--- config.mk ---
export PLATFORM = sky130hd
export DESIGN_NAME = pxs_text_line
export DESIGN_NICKNAME = d
export VERILOG_FILES = /design/src/rtl/pxs_stream_pkg.sv /design/src/rtl/pxs_char_buffer.sv /design/src/rtl/pxs_text_line.sv
export SDC_FILE = /design/constraint.sdc
export NUM_CORES = 1
export LEC_CHECK = 0
export CAP_MARGIN = 25
export CORE_UTILIZATION = 30
export DETAILED_ROUTE_END_ITERATION = 8
export SYNTH_ARGS = -nofsm -noshare
export SYNTH_HDL_FRONTEND = slang
export SYNTH_HIERARCHICAL = 1
export SYNTH_SLANG_ARGS = --single-unit
--- constraint.sdc ---
create_clock -name px_clk -period 6.45 [get_ports px_clk]
set_input_delay 0.645 -clock px_clk [delete_from_list [all_inputs] [get_ports px_clk]]
set_output_delay 0.645 -clock px_clk [all_outputs]
set_load 0.03 [all_outputs]
--- src/rtl/pxs_stream_pkg.sv ---
// Shared RGB stream field positions and font ROM geometry for the pxs painters.
// No logic; no flow control.
package pxs_stream_pkg;

    localparam int ACTIVE = 0;
    localparam int VS     = 1;
    localparam int HS     = 2;
    localparam int YC_LO  = 3;
    localparam int YC_HI  = 12;
    localparam int XC_LO  = 13;
    localparam int XC_HI  = 22;
    localparam int RGB_LO = 23;
    localparam int RGB_HI = 25;
    localparam int STR_W  = 26;

    localparam int GW     = 8;
    localparam int GH     = 8;
    localparam int GC     = 16;
    localparam int GR     = 16;
    localparam int FW     = GC * GH;
    localparam int ROM_AW = $clog2(GC * GR * GH);

    // Glyph table is 16 codes wide; each table row of 16 glyphs spans FW bytes.
    function automatic logic [ROM_AW-1:0] font_addr(input logic [7:0] code, input logic [2:0] gy);
        font_addr = ROM_AW'(code[7:4]) * ROM_AW'(FW) + ROM_AW'(gy) * ROM_AW'(GC) + ROM_AW'(code[3:0]);
    endfunction

endpackage

--- src/rtl/pxs_char_buffer.sv ---
// Character line store: one write port, one registered read-first read port; 1-cycle read latency.
// No backpressure; writes to cells beyond NCHARS are dropped.
module pxs_char_buffer #(
    parameter int NCHARS = 16,
    parameter int CW     = 4
) (
    input  logic          px_clk,
    input  logic          reset,
    input  logic          wr_en,
    input  logic [CW-1:0] wr_addr,
    input  logic [7:0]    wr_data,
    input  logic [CW-1:0] rd_addr,
    output logic [7:0]    rd_data
);

    localparam logic [CW:0] NC = (CW+1)'(NCHARS);

    logic [7:0] cells [NCHARS];

    always_ff @(posedge px_clk or posedge reset) begin
        if (reset) begin
            for (int i = 0; i < NCHARS; i++) begin
                cells[i] <= 8'h20;
            end
            rd_data <= 8'h00;
        end else begin
            if (wr_en && ({1'b0, wr_addr} < NC)) begin
                cells[wr_addr] <= wr_data;
            end
            // Out-of-range indices only occur for pixels outside the box.
            if ({1'b0, rd_addr} < NC) begin
                rd_data <= cells[rd_addr];
            end else begin
                rd_data <= 8'h20;
            end
        end
    end

endmodule

--- src/rtl/pxs_text_line.sv ---
// Overlays a scaled line of NCHARS glyphs with a blinking cursor on the RGB stream; 5-cycle latency.
// No backpressure: one pixel in and one pixel out every px_clk.
module pxs_text_line
    import pxs_stream_pkg::*;
#(
    parameter int          NCHARS      = 16,
    parameter int          SCALE_LOG2  = 1,
    parameter logic [2:0]  COLOR_FG    = 3'b010,
    parameter logic [2:0]  COLOR_BG    = 3'b001,
    parameter int          TRANSPARENT = 1,
    parameter int          BLINK_LOG2  = 5,
    localparam int         CW          = (NCHARS > 1) ? $clog2(NCHARS) : 1
) (
    input  logic              px_clk,
    input  logic              reset,
    input  logic [25:0]       RGBStr_i,
    input  logic [9:0]        pos_x,
    input  logic [9:0]        pos_y,
    input  logic              wr_en,
    input  logic [CW-1:0]     wr_addr,
    input  logic [7:0]        wr_data,
    input  logic              cursor_en,
    input  logic [CW-1:0]     cursor_pos,
    output logic [10:0]       addr_rom,
    input  logic [0:7]        gline,
    output logic [25:0]       RGBStr_o
);

    // Bounds are compared wider than the 10-bit screen so a box past x=1023 clips.
    localparam int            BSW = 16;
    localparam logic [BSW-1:0] BW = BSW'(NCHARS * (GW << SCALE_LOG2));
    localparam logic [BSW-1:0] BH = BSW'(GH << SCALE_LOG2);
    localparam logic [CW:0]    NC = (CW+1)'(NCHARS);

    logic [9:0]     xc;
    logic [9:0]     yc;
    logic [9:0]     dx;
    logic [9:0]     dy;
    logic [9:0]     dx_cell;
    logic           in_box;
    logic           cur_hit;
    logic [BSW-1:0] x_ext;
    logic [BSW-1:0] y_ext;
    logic [BSW-1:0] px_ext;
    logic [BSW-1:0] py_ext;

    logic [BLINK_LOG2:0] blink_cnt;
    logic                vs_q;
    logic                blink_on;

    assign xc      = RGBStr_i[XC_HI:XC_LO];
    assign yc      = RGBStr_i[YC_HI:YC_LO];
    assign dx      = xc - pos_x;
    assign dy      = yc - pos_y;
    assign dx_cell = dx >> (3 + SCALE_LOG2);
    assign x_ext   = BSW'(xc);
    assign y_ext   = BSW'(yc);
    assign px_ext  = BSW'(pos_x);
    assign py_ext  = BSW'(pos_y);

    assign in_box = RGBStr_i[ACTIVE]
                 && (x_ext >= px_ext) && (x_ext < px_ext + BW)
                 && (y_ext >= py_ext) && (y_ext < py_ext + BH);

    assign blink_on = blink_cnt[BLINK_LOG2];
    assign cur_hit  = cursor_en && blink_on && ({1'b0, cursor_pos} < NC)
                   && (dx_cell == 10'(cursor_pos));

    always_ff @(posedge px_clk or posedge reset) begin
        if (reset) begin
            vs_q      <= 1'b0;
            blink_cnt <= '0;
        end else begin
            vs_q <= RGBStr_i[VS];
            if (RGBStr_i[VS] && !vs_q) begin
                blink_cnt <= blink_cnt + 1'b1;
            end
        end
    end

    logic [STR_W-1:0] s1_str, s2_str, s3_str, s4_str;
    logic             s1_in, s2_in, s3_in, s4_in;
    logic             s1_cur, s2_cur, s3_cur, s4_cur;
    logic [2:0]       s1_gx, s2_gx, s3_gx, s4_gx;
    logic [2:0]       s1_gy, s2_gy;
    logic [CW-1:0]    s1_idx;
    logic [7:0]       s2_code;

    pxs_char_buffer #(
        .NCHARS (NCHARS),
        .CW     (CW)
    ) u_buf (
        .px_clk  (px_clk),
        .reset   (reset),
        .wr_en   (wr_en),
        .wr_addr (wr_addr),
        .wr_data (wr_data),
        .rd_addr (s1_idx),
        .rd_data (s2_code)
    );

    always_ff @(posedge px_clk or posedge reset) begin
        if (reset) begin
            s1_str <= '0; s1_in <= 1'b0; s1_cur <= 1'b0; s1_gx <= '0; s1_gy <= '0; s1_idx <= '0;
            s2_str <= '0; s2_in <= 1'b0; s2_cur <= 1'b0; s2_gx <= '0; s2_gy <= '0;
            s3_str <= '0; s3_in <= 1'b0; s3_cur <= 1'b0; s3_gx <= '0;
            s4_str <= '0; s4_in <= 1'b0; s4_cur <= 1'b0; s4_gx <= '0;
            addr_rom <= '0;
        end else begin
            s1_str <= RGBStr_i;
            s1_in  <= in_box;
            s1_cur <= cur_hit;
            s1_idx <= CW'(dx_cell);
            s1_gx  <= 3'(dx >> SCALE_LOG2);
            s1_gy  <= 3'(dy >> SCALE_LOG2);

            s2_str <= s1_str;
            s2_in  <= s1_in;
            s2_cur <= s1_cur;
            s2_gx  <= s1_gx;
            s2_gy  <= s1_gy;

            s3_str <= s2_str;
            s3_in  <= s2_in;
            s3_cur <= s2_cur;
            s3_gx  <= s2_gx;
            // Holding the address outside the box keeps the ROM bus quiet.
            if (s2_in) begin
                addr_rom <= font_addr(s2_code, s2_gy);
            end

            s4_str <= s3_str;
            s4_in  <= s3_in;
            s4_cur <= s3_cur;
            s4_gx  <= s3_gx;
        end
    end

    logic       px_bit;
    logic [2:0] rgb_out;

    always_comb begin
        px_bit  = gline[s4_gx] ^ s4_cur;
        rgb_out = s4_str[RGB_HI:RGB_LO];
        if (s4_in) begin
            if (px_bit) begin
                rgb_out = COLOR_FG;
            end else if (TRANSPARENT == 0) begin
                rgb_out = COLOR_BG;
            end
        end
    end

    always_ff @(posedge px_clk or posedge reset) begin
        if (reset) begin
            RGBStr_o <= '0;
        end else begin
            RGBStr_o <= {rgb_out, s4_str[RGB_LO-1:0]};
        end
    end

endmodule
==> results.yml, run 1 <==
outcome:
  outcome: "finished, final reports clean"
critical_path:
  reg2reg_slack_ps: 4360
  critPathRequiredTime_ps: 6860
  crit_start: "RGBStr_i[13]"
  r2r_cells: 4
  startpoint_type: "primary input"
  rr_startpoint: "s1_idx[0]"
  crit_path_max_fanout: 4
  crit_type: "in2reg"
  arrival_ps: 3160
  end_kind: "register"
timing:
  slew_headroom_pct: 39.3
  hold_ws_ps: 325
  period_share_pct: 42.7
  tightest_slew_ps: 911
  tns_ps: 0
  layout_setup_ws_ps: 3700
  maxSlewViolCount: 0
  fmax_ghz: 0.364
  fin_crit_ps: 2750
  rsz0062_at_grt: "false"
  hold_violations: 0
  skew_ps: 19.3
  setup_viol: 0
yosys:
  synth_top_area_cell: "dfrtp_1"
  netlist_area_mm2: 0.0122
  synth_cell_types: 62
  yosysTopAreaCellShare_pct: 60.8
  synthTopCellsByArea: "dfrtp_1 61%, mux2_2 12%, mux4_2 6.3%, dfstp_2 3.4%, ha_1 3.2%"
  synth_common_cells: "297 x dfrtp_1, 132 x mux2_2, 35 x inv_1"
  synth-edff-count: 0
  synth_seq_cells: 313
  ys_seq_area_share_pct: 64.2
  synth-warning-count: 6
  synth-async-reset-ratio_pct: 100
  synth_flop_cell: "dfrtp_1"
  synth_cells: 780
  synth_nets: 887
  synth.most_common_cell: "dfrtp_1"
  syn_avg_cell_area_um2: 15.7
grt:
  top_usage_layer: "met2"
  grt_util_met2_pct: 19.0
  grt_overflow: 0
  grt_start_max_net_pins: 121
  grt_pass1_vias: 6844
  grt_use_met1_pct: 16.5
  use_met3_pct: 2.50
  grt_pass1_wl_um: 39300
  grt_use_total_pct: 12.1
  antenna_found_initial: 1
placed_design:
  io_buffers: 110
  place_inst: 1385
  dp_slack_ps: 3220
  hpwl_um: 16400
  place_area_mm2: 0.0138
  gp_congestion: 0.815
clock_tree:
  htreeDepth: 2
  ctsLongestPathBuffers: 3
  post-cts-setup-buffer-count: 0
  clkLatencyLatePin_ps: 520
  tritoncts: "built"
  cts_resized: 0
  clk_root_buffer_cell: "clkbuf_16"
  hold_buffers: 0
  cts.sinks: 313
  clk_pin_slew_ps: 60
  cts_buffers: 34
floorplanning:
  die_height_um: 204
  num_rows: 73
  core_mm2: 0.0400
  die_w_um: 204
  io_pins: 111
  die_area_mm2: 0.0416
  initial_core_util_pct: 30.6
drt:
  drc_errors: 0
  vias: 6547
  drt-initial-drc-count: 246
  via_per_inst: 4.52
  ant_nets: 0
  wl_per_cell_um: 16.8
  first_pass_iters: 4
  wl_um: 24300
job:
  drv_cap: 0
power_and_ir_drop:
  powerDensity_mw_per_mm2: 356
  ir_drop_uv: 163
  p_leak_nw: 6.45
worst_hold_path:
  hp-class: "reg2reg"
  holdPathStages: 0
  worstHoldStart: "s4_str[13]"
finish:
  fin_cells: 1448
  diodes: 0
  final_area_mm2: 0.0150
  layout.nets: 1004
  syn_to_final_growth_pct: 22.5
  final_layout_size_suffix_gt1_share_pct: 29.1
-- state kept, by name, indices dropped and copies added (netlist names), 4 cells and up --
name	flops
s1_str	26
s4_str	26
s2_str	26
u_buf/rd_data	8
blink_cnt	6
u_buf/cells	128
s3_str	26
addr_rom	11
s1_idx	4
RGBStr_o	26
-- critical path: stages --
cell             delay (ps)
clkdlybuf4s50_1         470
inv_1                    50
ha_1                    220
fa_1                    400
nand2b_1                160
a21oi_1                 360
xor2_1                  250
xnor2_1                 170
nand4_1                 150
nor4_2                  290
-- cells by family (layout without fill, tap and decap cells) --
logic type                 after synthesis  in the layout  synth area share [%]
DFF                                    313            313                  64.2
muxes                                  176            176                  19.6
buffers and inverters                   69            212                  2.68
AOI/OAI and AO/OA                       71             71                  4.07
xor gates and xnor gates                21             21                  1.57
adders and majority gates               33             33                  3.50
and+or+nand+nor                         97             97                  4.41
-- power by group --
group          switching [mW]  internal [mW]
registers               0.170           2.30
logic                   0.424          0.517
clock network           0.771           1.15
total                    1.37           3.97
-- final timing paths --
kind	end
setup / recovery	s1_cur
hold / removal	RGBStr_o[13]
setup reg to reg	u_buf/rd_data[5]
max in group asynchronous	s1_str[19]
hold reg to reg	RGBStr_o[13]
min in group asynchronous	addr_rom[2]
-- cells in the final DEF, fill, tap and decap left out, types with 9 or more instances in the layout --
| master | Yosys | routed |
|---|---|---|
| a22oi_1 | 17 | 17 |
| o21ai_0 | 10 | 10 |
| xnor2_1 | 17 | 17 |
| clkbuf_1 | 12 | 9 |
| ha_1 | 31 | 31 |
| mux4_2 | 34 | 34 |
| clkdlybuf4s50_1 | 0 | 110 |
| clkbuf_16 | 0 | 34 |
| dfrtp_1 | 297 | 295 |
| inv_1 | 35 | 33 |
| dfstp_2 | 16 | 16 |
| a21oi_1 | 14 | 14 |
| nor2_1 | 17 | 17 |
| nand2_1 | 20 | 20 |
| mux2_2 | 132 | 132 |
-- metrics by stage --
step | total power, mW | utilization (%)
after floorplan | 3.14 | -
after global placement | 3.43 | 34.6
after detailed placement | 3.46 | 34.6
after CTS | 5.42 | 37.4
after global routing | 5.61 | 37.4
final | 5.33 | 37.4
-- area by class of cell --
class	count	area, um2
fill	3764	25000
sequential	313	7860
multi-input combinational	398	4050
timing repair buffer	115	1160
clock buffer	50	981
tap	525	657
inverter	35	139
clock inverter	12	136
-- layer usage --
metal	routed length (um)	part of all wire, %
met2	11600	48
met3	969	4.0
met4	515	2.1
met5	13	0.054
met1	11200	46
No activity file was read; power rests on OpenSTA's default activity.
==> inputs of run 2 (changes only) <==
clock period = 2.6 ns   (was 6.45 ns; I/O delays follow)
==> run 2 against run 1 <==
  * Die area is the same
  * Combinational power grew to 2.5 times the previous value
  * Worst hold slack lost 130 ps
  * Largest cell class unchanged
==> results.yml, run 2 (same netlist as run 1, synthesis figures left out) <==
outcome:
  outcome: "finished, final reports clean"
timing:
  period_share_pct: 82.1
  setup_viol: 0
  tightest_slew_ps: 603
  slew_headroom_pct: 59.8
  skew_ps: 12.8
  maxSlewViolCount: 0
  fin_crit_ps: 2140
  fmax_ghz: 0.468
  hold_violations: 0
  tns_ps: 0
  rsz0062_at_grt: "false"
clock_tree:
  clk_root_buffer_cell: "clkbuf_16"
  cts.sinks: 313
  tritoncts: "built"
  cts_resized: 0
  post-cts-setup-buffer-count: 0
  clkLatencyLatePin_ps: 500
  cts_buffers: 34
  ctsLongestPathBuffers: 3
  clk_pin_slew_ps: 60
  hold_buffers: 0
  htreeDepth: 2
finish:
  largest_reg_flops: 128
  layout_common_cells: "296 x dfrtp_1, 132 x mux2_2, 110 x clkdlybuf4s50_1"
  fin_cells: 1469
  layout.nets: 1025
  layout_commonest_cell: "dfrtp_1"
  syn_to_final_growth_pct: 24.4
  regMostFlops: "u_buf/cells"
  diodes: 0
  final_layout_size_suffix_gt1_share_pct: 30.3
grt:
  grt_overflow: 0
  grt_pass1_vias: 7065
  grt_use_total_pct: 11.5
  antenna_found_initial: 1
  grt_pass1_wl_um: 38200
  grt_start_max_net_pins: 80
power_and_ir_drop:
  ir_drop_uv: 360
  p_leak_nw: 6.56
  powerDensity_mw_per_mm2: 887
drt:
  drc_errors: 0
  wl_um: 23200
  via_per_inst: 4.51
  ant_nets: 0
  drt-initial-drc-count: 190
  first_pass_iters: 4
  vias: 6623
  wl_per_cell_um: 15.8
worst_hold_path:
  hp-class: "in2reg"
job:
  drv_cap: 0
placed_design:
  gp_congestion: 0.830
  place_inst: 1407
  io_buffers: 110
  hpwl_um: 16500
floorplanning:
  die_w_um: 204
  num_rows: 73
  core_mm2: 0.0400
  die_height_um: 204
  initial_core_util_pct: 30.6
  die_area_mm2: 0.0416
  io_pins: 111
critical_path:
  cp_top_family: "adder cells"
  critPathMaxStageDelay_ps: 470
  crit_path_cell_trace: "clkdlybuf4s50_1 -> inv_1 -> ha_1 -> fa_1 -> nand2b_1 -> a21oi_1 -> xor2_1 -> xnor2_1 -> nand4_1 -> nor4_2"
  path_buf_inv: 2
  crit_type: "in2reg"
  arrival_ps: 2550
  crit_path_max_fanout: 2
  critPathRequiredTime_ps: 3010
  startpoint_type: "primary input"
  cp_slowest_cell: "clkdlybuf4s50_1"
  end_kind: "register"
-- run 2: changes by cell type in the layout (fill, tap and decap cells not counted), moves of 2 or more --
cell        delta
buf_4         +18
buf_12         +4
clkbuf_8       -4
clkinvlp_4     +4
bufinv_16      +3
clkbuf_1       +3
clkinv_2       -2
clkinv_4       -2
inv_6          -2
-- run 2: worst reg2reg max path: stages (launching register included) --
cell and delay (ps):
dfrtp_2 570, buf_4 290, mux4_2 510, a22oi_1 280, nand2_1 130
-- run 2: worst paths after layout --
| path | from | endpoint | slack [ps] | cells after the start |
|---|---|---|---|---|
| worst max-delay path | RGBStr_i[13] | s1_cur | 460 | 10 |
| worst min-delay path | RGBStr_i[23] | s1_str[23] | 200 | 1 |
| worst max register to register | s1_idx[0] | u_buf/rd_data[7] | 680 | 4 |
| worst min register to register | s4_str[13] | RGBStr_o[13] | 340 | 0 |
| max in group asynchronous | reset | u_buf/cells[29] | 1610 | 3 |
| min in group asynchronous | reset | RGBStr_o[15] | 210 | 2 |
-- run 2: metal layers --
layer / up-vias / track usage, % / share of wire [%]
met3: 41 / 2.36 / 3.8
met4: 2 / 3.52 / 2.2
met5: - / 0 / 0.056
met1: 3424 / 15.3 / 45
li1: 3054 / - / -
met2: 102 / 19.0 / 49
-- run 2: stage by stage --
| stage | hold slack, ps | worst slack (ps) | utilization [%] | total power [mW] | area, um2 |
|---|---|---|---|---|---|
| after floorplan | 291 | 73.4 | - | 7.79 | 12200 |
| after global placement | 331 | -19.4 | 35.1 | 8.56 | 14000 |
| after detailed placement | 335 | -48.0 | 35.1 | 8.64 | 14000 |
| after CTS | 175 | 485 | 38.0 | 13.7 | 15200 |
| after global routing | 169 | 301 | 38.0 | 14.2 | 15200 |
| final | 198 | 465 | 38.0 | 13.5 | 15200 |
-- run 2: area by class of cell --
type                            count  area, um2
Fill cell                        3749      24800
Sequential cell                   313       7850
Multi-Input combinational cell    398       4050
Timing Repair Buffer              136       1350
Clock buffer                       50        962
Tap cell                          525        657
Clock inverter                     12        209
Inverter                           35        139
-- run 2: where the power goes --
group,switching (mW),internal (mW)
logic,1.04,1.33
clock network,1.90,3.09
registers,0.417,5.72
